==> src/rtl/ir_packet_if.sv <==
// Request/command/status bundle between the IR bus peripheral and one packet encoder.
interface ir_packet_if;
  logic       SEND_PACKET;
  logic [3:0] COMMAND;
  logic       IR_LED;
  logic       BUSY;
  logic       DONE;

  modport master (
    output SEND_PACKET,
    output COMMAND,
    input  IR_LED,
    input  BUSY,
    input  DONE
  );

  modport slave (
    input  SEND_PACKET,
    input  COMMAND,
    output IR_LED,
    output BUSY,
    output DONE
  );
endinterface

==> src/rtl/ir_packet_encoder.sv <==
// Per-car IR packet encoder: start/car-select/command-bit carrier bursts, each followed by a gap.
// Optional macro IR_PENDING_EN adds a one-deep pending request queued while a packet is in flight.
module ir_packet_encoder #(
  parameter int unsigned CARRIER_HALF   = 694,
  parameter int unsigned START_BURST    = 88,
  parameter int unsigned CARSEL_BURST   = 22,
  parameter int unsigned GAP_SIZE       = 40,
  parameter int unsigned ASSERT_BURST   = 44,
  parameter int unsigned DEASSERT_BURST = 22
) (
  input  logic        CLK,
  input  logic        RESET,
  ir_packet_if.slave  bus
);

  function automatic int unsigned max2(input int unsigned a, input int unsigned b);
    return (a > b) ? a : b;
  endfunction

  localparam int unsigned CMD_W     = 4;
  localparam int unsigned MAX_BURST = max2(max2(max2(START_BURST, CARSEL_BURST), GAP_SIZE),
                                           max2(ASSERT_BURST, DEASSERT_BURST));
  localparam int unsigned HALF_W    = (CARRIER_HALF > 1) ? $clog2(CARRIER_HALF) : 1;
  localparam int unsigned PER_W     = $clog2(MAX_BURST + 1);

  typedef enum logic [2:0] {
    IDLE   = 3'd0,
    START  = 3'd1,
    GAP    = 3'd2,
    CARSEL = 3'd3,
    RIGHT  = 3'd4,
    LEFT   = 3'd5,
    BACK   = 3'd6,
    FWD    = 3'd7
  } state_e;

  state_e              state_q, state_d;
  state_e              next_q, next_d;
  logic [CMD_W-1:0]    cmd_q, cmd_d;
  logic [HALF_W-1:0]   half_q, half_d;
  logic [PER_W-1:0]    per_q, per_d;
  logic                carrier_q, carrier_d;
  logic                led_q, led_d;
  logic                busy_q, busy_d;
  logic                done_q, done_d;

  logic                accept_c;
  logic [CMD_W-1:0]    accept_cmd_c;
  logic [PER_W-1:0]    burst_len_c;
  logic                half_wrap_c;
  logic                period_end_c;

  function automatic state_e burst_after(input state_e s);
    case (s)
      START:   return CARSEL;
      CARSEL:  return RIGHT;
      RIGHT:   return LEFT;
      LEFT:    return BACK;
      BACK:    return FWD;
      default: return IDLE;
    endcase
  endfunction

`ifdef IR_PENDING_EN
  logic             pend_q, pend_d;
  logic [CMD_W-1:0] pend_cmd_q, pend_cmd_d;

  // In IDLE a held request wins and a simultaneous new one takes its slot; otherwise
  // requests arriving mid-packet overwrite the slot (last wins).
  always_comb begin
    pend_d       = pend_q;
    pend_cmd_d   = pend_cmd_q;
    accept_c     = bus.SEND_PACKET;
    accept_cmd_c = bus.COMMAND;
    if (state_q == IDLE) begin
      if (pend_q) begin
        accept_c     = 1'b1;
        accept_cmd_c = pend_cmd_q;
        pend_d       = bus.SEND_PACKET;
        if (bus.SEND_PACKET) pend_cmd_d = bus.COMMAND;
      end
    end else if (bus.SEND_PACKET) begin
      pend_d     = 1'b1;
      pend_cmd_d = bus.COMMAND;
    end
  end

  always_ff @(posedge CLK) begin
    if (RESET) begin
      pend_q     <= 1'b0;
      pend_cmd_q <= '0;
    end else begin
      pend_q     <= pend_d;
      pend_cmd_q <= pend_cmd_d;
    end
  end
`else
  always_comb begin
    accept_c     = bus.SEND_PACKET;
    accept_cmd_c = bus.COMMAND;
  end
`endif

  // Number of carrier periods for the current state (gap length while in GAP).
  always_comb begin
    burst_len_c = PER_W'(GAP_SIZE);
    case (state_q)
      START:   burst_len_c = PER_W'(START_BURST);
      CARSEL:  burst_len_c = PER_W'(CARSEL_BURST);
      RIGHT:   burst_len_c = cmd_q[0] ? PER_W'(ASSERT_BURST) : PER_W'(DEASSERT_BURST);
      LEFT:    burst_len_c = cmd_q[1] ? PER_W'(ASSERT_BURST) : PER_W'(DEASSERT_BURST);
      BACK:    burst_len_c = cmd_q[2] ? PER_W'(ASSERT_BURST) : PER_W'(DEASSERT_BURST);
      FWD:     burst_len_c = cmd_q[3] ? PER_W'(ASSERT_BURST) : PER_W'(DEASSERT_BURST);
      default: burst_len_c = PER_W'(GAP_SIZE);
    endcase
  end

  // Periods are counted on falling carrier edges; a burst or gap ends at the wrap that
  // closes the low half of its last period, so the output is low at the boundary.
  assign half_wrap_c  = (half_q == HALF_W'(CARRIER_HALF - 1));
  assign period_end_c = half_wrap_c && !carrier_q && (per_q == burst_len_c);

  always_comb begin
    state_d   = state_q;
    next_d    = next_q;
    cmd_d     = cmd_q;
    half_d    = half_q;
    per_d     = per_q;
    carrier_d = carrier_q;
    led_d     = led_q;
    busy_d    = busy_q;
    done_d    = 1'b0;

    if (state_q == IDLE) begin
      if (accept_c) begin
        cmd_d     = accept_cmd_c;
        state_d   = START;
        next_d    = IDLE;
        half_d    = '0;
        per_d     = '0;
        carrier_d = 1'b1;
        led_d     = 1'b1;
        busy_d    = 1'b1;
      end
    end else begin
      half_d = half_wrap_c ? '0 : half_q + HALF_W'(1);
      if (half_wrap_c) carrier_d = ~carrier_q;
      if (half_wrap_c && carrier_q) per_d = per_q + PER_W'(1);
      led_d = (state_q == GAP) ? 1'b0 : carrier_d;

      if (period_end_c) begin
        half_d    = '0;
        per_d     = '0;
        carrier_d = 1'b1;
        if (state_q != GAP) begin
          state_d = GAP;
          next_d  = burst_after(state_q);
          led_d   = 1'b0;
        end else if (next_q == IDLE) begin
          state_d   = IDLE;
          carrier_d = 1'b0;
          led_d     = 1'b0;
          busy_d    = 1'b0;
          done_d    = 1'b1;
        end else begin
          state_d = next_q;
          led_d   = 1'b1;
        end
      end
    end
  end

  always_ff @(posedge CLK) begin
    if (RESET) begin
      state_q   <= IDLE;
      next_q    <= IDLE;
      cmd_q     <= '0;
      half_q    <= '0;
      per_q     <= '0;
      carrier_q <= 1'b0;
      led_q     <= 1'b0;
      busy_q    <= 1'b0;
      done_q    <= 1'b0;
    end else begin
      state_q   <= state_d;
      next_q    <= next_d;
      cmd_q     <= cmd_d;
      half_q    <= half_d;
      per_q     <= per_d;
      carrier_q <= carrier_d;
      led_q     <= led_d;
      busy_q    <= busy_d;
      done_q    <= done_d;
    end
  end

  assign bus.IR_LED = led_q;
  assign bus.BUSY   = busy_q;
  assign bus.DONE   = done_q;

endmodule

==> src/flat_wrapper.sv <==
// flat-port wrapper written by rule: the top's interface ports become plain ports
module ir_packet_encoder_flat 
#(
  parameter int unsigned CARRIER_HALF   = 694,
  parameter int unsigned START_BURST    = 88,
  parameter int unsigned CARSEL_BURST   = 22,
  parameter int unsigned GAP_SIZE       = 40,
  parameter int unsigned ASSERT_BURST   = 44,
  parameter int unsigned DEASSERT_BURST = 22
)
  (CLK, RESET, bus_SEND_PACKET, bus_COMMAND, bus_IR_LED, bus_BUSY, bus_DONE);
  ir_packet_if bus_i ();
  input  logic CLK;
  input  logic RESET;
  input wire logic [$bits(bus_i.SEND_PACKET)-1:0] bus_SEND_PACKET;
  input wire logic [$bits(bus_i.COMMAND)-1:0] bus_COMMAND;
  output wire logic [$bits(bus_i.IR_LED)-1:0] bus_IR_LED;
  output wire logic [$bits(bus_i.BUSY)-1:0] bus_BUSY;
  output wire logic [$bits(bus_i.DONE)-1:0] bus_DONE;
  assign bus_i.SEND_PACKET = bus_SEND_PACKET;
  assign bus_i.COMMAND = bus_COMMAND;
  assign bus_IR_LED = bus_i.IR_LED;
  assign bus_BUSY = bus_i.BUSY;
  assign bus_DONE = bus_i.DONE;
  ir_packet_encoder #(.CARRIER_HALF(CARRIER_HALF), .START_BURST(START_BURST), .CARSEL_BURST(CARSEL_BURST), .GAP_SIZE(GAP_SIZE), .ASSERT_BURST(ASSERT_BURST), .DEASSERT_BURST(DEASSERT_BURST)) u_core (.CLK(CLK), .RESET(RESET), .bus(bus_i));
endmodule
==> config.mk <==
export PLATFORM = sky130hd
export DESIGN_NAME = ir_packet_encoder_flat
export DESIGN_NICKNAME = d
export VERILOG_FILES = /design/src/rtl/ir_packet_if.sv /design/src/rtl/ir_packet_encoder.sv /design/src/flat_wrapper.sv
export SDC_FILE = /design/constraint.sdc
export NUM_CORES = 1
export LEC_CHECK = 0
export CAP_MARGIN = 20
export CORE_MARGIN = 1.5
export CORE_UTILIZATION = 62
export DETAILED_ROUTE_END_ITERATION = 8
export DONT_BUFFER_PORTS = 1
export PLACE_DENSITY = 0.84
export SYNTH_ARGS = -nofsm -noshare
export SYNTH_HDL_FRONTEND = slang
export SYNTH_SLANG_ARGS = --single-unit
==> constraint.sdc <==
create_clock -name CLK -period 2.9 [get_ports CLK]
set_input_delay 0.29 -clock CLK [delete_from_list [all_inputs] [get_ports CLK]]
set_output_delay 0.29 -clock CLK [all_outputs]
set_load 0.01 [all_outputs]
== Word level (Yosys, flattened, before mapping) ==
Cells that the tools add are included.

* Bits in registers: 31
* Latch bits: 0
* Bits in writable memories: 0
* Bits in read-only memories: 0
* Input port bits: 7
* Output and inout bits: 3
* Word-level logic and storage cells: 79
* Memories kept: 0

* $add $sub $neg: 2
* $mul: 0
* Div/mod/pow operators: 0
* Order comparisons: 0
* Equality and inequality tests: 12
* Shift-type cells: 0
* Muxes and demuxes: 38
* Bitwise operators: 2
* Reduce and logical (&&, ||, !) cells: 16

{| class="wikitable"
|+ Operator list
! cell !! number
|-
| 7-bit one-hot mux with 6 select lines || 1
|-
| 10-bit 2-to-1 mux || 4
|-
| 7-bit 2-to-1 mux || 4
|-
| 3-bit 2-to-1 mux || 9
|-
| 6-bit 2-to-1 mux || 4
|-
| 1-bit 2-to-1 mux || 15
|-
| 3-bit one-hot mux with 5 select lines || 1
|-
| 3-bit == test (second input constant) || 4
|-
| 10-bit by 1-bit adder with 10-bit output (second input constant) || 1
|-
| 10-bit == test (second input constant) || 1
|-
| 7-bit by 1-bit adder with 7-bit output (second input constant) || 1
|-
| 7-bit == test || 1
|-
| 3-bit by 2-bit == test with 1-bit output (second input constant) || 2
|-
| 3-bit zero test || 2
|-
| 2-bit AND reduction || 3
|-
| 2-bit nonzero test || 3
|-
| 4-bit AND reduction || 1
|-
| 4-bit OR reduction || 1
|-
| 3-bit by 1-bit == test with 1-bit output (second input constant) || 1
|-
| 1-bit logical AND || 3
|-
| 3-bit by 2-bit inequality test with 1-bit output (second input constant) || 1
|-
| 3-bit AND reduction || 1
|-
| 3-bit nonzero test || 1
|-
| 2-bit by 1-bit inequality test with 1-bit output (second input constant) || 1
|-
| other kinds (3) || 4
|}

== Logic depth before layout (Yosys ltp) ==
* Word-level depth: 6
* Gate-level depth with buffers: 16
* Mapped depth without buffers: 13

== Worst setup path after synthesis ==
Ideal clock, no wire load.

* Kind: flip-flop to flip-flop
* Start point: register u_core.half_q[0]
* End point: register u_core.half_q[5]
* Library setup time: 132 ps
* Data arrival time: 2,510 ps
* Data required time: 2,768 ps
* Path slack: 258 ps
* Stages on the path, launching flop included: 16
* Cell sequence: dfxtp_1 -> ha_1 -> nand4b_1 -> nor2_1 -> nand3_1 -> clkbuf_1 -> inv_2 -> ha_1 -> or3b_1 -> mux2i_1 -> o311a_4 -> a21oi_1 -> buf_2 -> buf_4 -> o211ai_1 -> a21oi_1

* Cells in the longest elaborated chain, start to end: 5
* Elaborated cells between the ends (all ways): 7
* Those cells by class: add/sub (1); eq/ne (1); mux (3); reduce/logical (2)

{| class="wikitable"
|+ RTL lines
! item !! RTL line !! text
|-
| start, declared || ir_packet_encoder.sv:40 || <nowiki>logic [HALF_W-1:0] half_q, half_d;</nowiki>
|-
| start signal, assigned || ir_packet_encoder.sv:188 || <nowiki>half_q <= half_d;</nowiki>
|-
| branches (longest 3 deep; another with 10-bit by 1-bit adder with 10-bit output) || -- ||
|-
| 10-bit 2-to-1 mux (*) || ir_packet_encoder.sv:151 || <nowiki>if (period_end_c) begin</nowiki>
|-
| 10-bit 2-to-1 mux (*) || ir_packet_encoder.sv:134 || <nowiki>if (state_q == IDLE) begin</nowiki>
|}

Mark *: on every way between the ends.
A chain may end at the register's enable or synchronous reset.

== Worst setup path after layout ==
* Start point: register u_core.half_q[0]
* End point: register u_core.per_q[0]

* Cells in the longest elaborated chain, start to end: 5
* Elaborated cells between the ends (all ways): 8
* Those cells by class: eq/ne (1); mux (2); reduce/logical (5)

{| class="wikitable"
|+ RTL lines
! item !! RTL line !! text
|-
| 10-bit == test (*) || ir_packet_encoder.sv:120 || <nowiki>assign half_wrap_c = (half_q == HALF_W'(CARRIER_HALF - 1));</nowiki>
|-
| 1-bit logical AND (2 in series) || ir_packet_encoder.sv:121 || <nowiki>assign period_end_c = half_wrap_c && !carrier_q && (per_q == burst_len_c);</nowiki>
|-
| 3-bit nonzero test (no line) or 7-bit 2-to-1 mux (tied branches) || -- ||
|-
| 2-bit AND reduction (no line) or 7-bit 2-to-1 mux (tied branches) || -- ||
|-
| end signal, assigned || ir_packet_encoder.sv:189 || <nowiki>per_q <= per_d;</nowiki>
|-
| end, declared || ir_packet_encoder.sv:41 || <nowiki>logic [PER_W-1:0] per_q, per_d;</nowiki>
|}

Every way passes the cells marked *; elsewhere a longest branch is shown, timed or not.

==> implementation parameters <==
Parameter                              Value

Worst setup path
  Critical path arrival ... 2900 ps
  Stages on the worst setup path ... 12
  CP delay by family, top ... simple AND/OR/NAND/NOR gates
  Critical path cell sequence ... ha_1 -> nand4b_1 -> nor2_1 -> nand3_1 -> inv_2 -> ha_1 -> or3b_1 -> mux2i_1 -> o311a_4 -> a21oi_4 -> and4b_1 -> a311o_1
  First element of the critical path ... u_core.half_q[0]
  CP Data Required Time ... 3130 ps
  Kind of capture point of the worst setup path ... register
  R2R depth ... 12
  Crit path top cell by count ... sky130_fd_sc_hd__ha_1
  Maximum fanout along the worst path ... 16
  Cell type of the slowest stage on the worst timing path ... sky130_fd_sc_hd__dfxtp_1
  Register-to-Register Setup Slack ... about 230 ps
  Delay contributed by the slowest stage of the critical path ... approximately 390 ps
  CP Buf/Inv Count ... 1
  Critical path type ... register to register
  Startpoint type of the worst setup path ... register
  Origin of the critical flop-to-flop path ... u_core.half_q[0]

Floorplanning
  Overall die height ... 56.82 um
  Row count ... 19
  Die area ... roughly 0.0032 mm^2
  Die width ... between 50 and 60 um
  Placeable core region ... about 0.0028 mm^2
  IO Count ... 10
  Initial Util ... 65.11%

Timing
  Normalized max-slew margin ... between 40% and 50%
  Fmax ... 375.2 MHz
  Final slew viol count ... 0
  Final Skew ... between 8 and 9 ps
  Number of hold violations in the final report ... 0
  Total negative slack ... 0 ps
  Final number of setup-violating endpoints ... 0
  Unrepaired setup endpoints after global routing ... no
  Final worst path period share ... 91.92%
  Shortest clock period the worst path allows after layout ... 2666 ps
  Actual slew at the worst max-slew pin ... just over 800 ps

Synthesis
  Number of enable-type register cells in the synthesized netlist ... 0
  Synth Register Bits ... 31
  Per-instance average area after synthesis ... 7.806 um^2
  Sequential share of the synthesized area ... roughly a third
  Netlist cell types ... 45
  Number of standard cells after synthesis ... 230
  Net Count, Synth ... 242
  Number of synthesis warnings ... 0
  Mapped Area ... between 0.0015 and 0.002 mm^2
  Synth async-reset ratio ... 0%
  Main synth FF type ... sky130_fd_sc_hd__dfxtp_1

Hold path
  Hold Path Cell Cnt ... 1
  Start point of the worst min-delay path ... RESET
  Worst hold-check path type ... input pin to register

Route
  Vias post-DR ... roughly 1600
  Ratio of routed vias to standard cells ... 6.229
  Post-route ant nets ... 0
  Total DRC errors in the routed layout ... 0
  Detailed-route wire length ... 3.798 mm
  Post-DR wirelength/cell ... about 14 um
  1st-iter DRT viols ... ~110
  First-pass detailed-route iteration total ... 4

GRT
  Total gr overflow ... 0
  Antenna violations before repair ... 0
  Global-route wire length before repair ... 6.237 mm
  Pin count of the biggest net entering global routing ... 26
  Overall track demand over capacity in global routing ... 24.50%
  Number of global-route vias before repair ... between 1000 and 1500

Finish
  Number of nets in the layout ... 242
  Diodes inserted ... 0
  Area added between synthesis and finish ... 5.575%
  Layout cell share with drive strength beyond 1 ... 8.658%
  Post-route insts no fill ... ~260
  Commonest non-fill, non-tap cell in the layout ... sky130_fd_sc_hd__nand2_1
  Commonest non-fill, non-tap cells in the layout ... sky130_fd_sc_hd__nand2_1, sky130_fd_sc_hd__dfxtp_1, sky130_fd_sc_hd__nor2_1
  Cell area after layout ... roughly 0.0019 mm^2

Power
  Power share of the sequential group ... a little over half
  Maximum vdd ir drop ... 0.0004870 V
  Total internal power ... slightly above 600 uW
  Part of the total power dissipated in combinational logic ... around an eighth
  Leakage power summed over all cells ... roughly 0.00068 uW
  Power density of the placed cells ... ~440 mW/mm^2
  Total net switching power ... 217.0 uW
  Clock network power share ... 34.5%
  Sw Share ... between 20% and 30%

CTS
  Total CTS buffers ... 5
  CTS H-Tree Depth ... 2
  Clock latency on the worst-skew pair ... about 330 ps
  # Post-CTS Setup Buffers ... 0
  Sinks on Clock Net ... 31
  Clock Path Buffers ... 2
  CTS tree ... yes
  CTS root buf ... sky130_fd_sc_hd__clkbuf_4
  Clock slew seen by the registers of the worst setup and hold paths ... ~100 ps

Placement
  Cell area after placement ... between 0.0015 and 0.002 mm^2
  Total of buffers placed on input and output ports ... 0
  HPWL after detailed placement ... 2.578 mm
  RD Place Congestion ... approximately 0.9
  Instance count after placement with tap cells included ... approximately 250

Run status
  Status ... finished, final reports clean

Flow run
  # Max-Cap Violations ... 0
[cell families (layout without fill, tap and decap cells)]
family                     Yosys count  count (layout)  synth area share (%)
buffers and inverters               24              25                 6.342
and+or+nand+nor                    112             112                 31.50
DFF                                 31              31                 34.56
AOI/OAI and AO/OA                   50              50                 19.37
muxes                                7               7                 4.251
adders and majority gates            5               5                 3.484
xor gates and xnor gates             1               1                0.4879
[metal layers]
layer,global-route usage [%],wire length [um],vias up
li1,-,-,830
met1,33.10,1802,755
met2,38.21,1744,38
met3,6.452,185,9
met4,7.641,65,0
met5,0,0,-
[registers in the layout (all words and copies together) (netlist names)]
name	flops
u_core.cmd_q	4
u_core.state_q	3
u_core.bus.DONE	1
u_core.carrier_q	1
u_core.bus.BUSY	1
u_core.half_q	10
u_core.bus.IR_LED	1
u_core.per_q	7
u_core.next_q	3
[path summary, 6_finish.rpt]
path	to
setup reg to reg	u_core.per_q[0]
setup / recovery	u_core.per_q[0]
hold / removal	u_core.bus.IR_LED
hold reg to reg	u_core.cmd_q[0]
[final cells by class]
class | count | area [um^2]
multi-input combinational | 175 | 1072
fill | 229 | 862.1
sequential | 31 | 620.6
clock buffer | 8 | 68.82
timing repair buffer | 7 | 57.56
tap | 31 | 38.79
inverter | 10 | 37.54
[power by group through the flow]
stage	Combinational, uW	Clock [uW]	Sequential, uW
6_report	98.7	288	448
3_3_place_gp	90.1	0	458
2_1_floorplan	78.4	0	456
5_1_grt	108	310	450
3_5_place_dp	92.3	0	458
4_1_cts	94.5	298	448
[what timing repair did]
item | in CTS | in global routing
hold buffers | 1 | 1
resized for setup | 0 | 1
setup endpoints to repair | 0 | 2
endpoints found under the hold margin | 5 | 1
[synth_stat cells, drive strengths merged, types with 4 or more instances]
cell / n / share of area [%]
nand2b: 5 / 1.7
inv: 10 / 2.1
o221a: 4 / 2.5
dfxtp: 31 / 35
nand3b: 5 / 2.1
mux2i: 5 / 2.8
a31oi: 12 / 4.2
clkbuf: 7 / 1.5
nand3: 19 / 5.3
nand2: 32 / 6.7
nand4: 8 / 2.8
o21ai: 6 / 1.7
buf: 7 / 2.8
nor2: 22 / 4.6
ha: 5 / 3.5
nor3: 7 / 2.0
a21oi: 16 / 4.5
[stage by stage]
stage	utilization [%]	power, uW	setup WS (ps)	hold slack (ps)
finish	68.74	834.5	234.4	16.49
detailed placement	65.25	550.2	206.5	364.5
floorplan	-	534.7	258.0	426.0
global placement	65.25	547.8	281.5	362.4
CTS	68.10	840.1	189.2	2.300
global route	68.74	867.7	33.64	2.064
No activity file was read; power rests on OpenSTA's default activity.
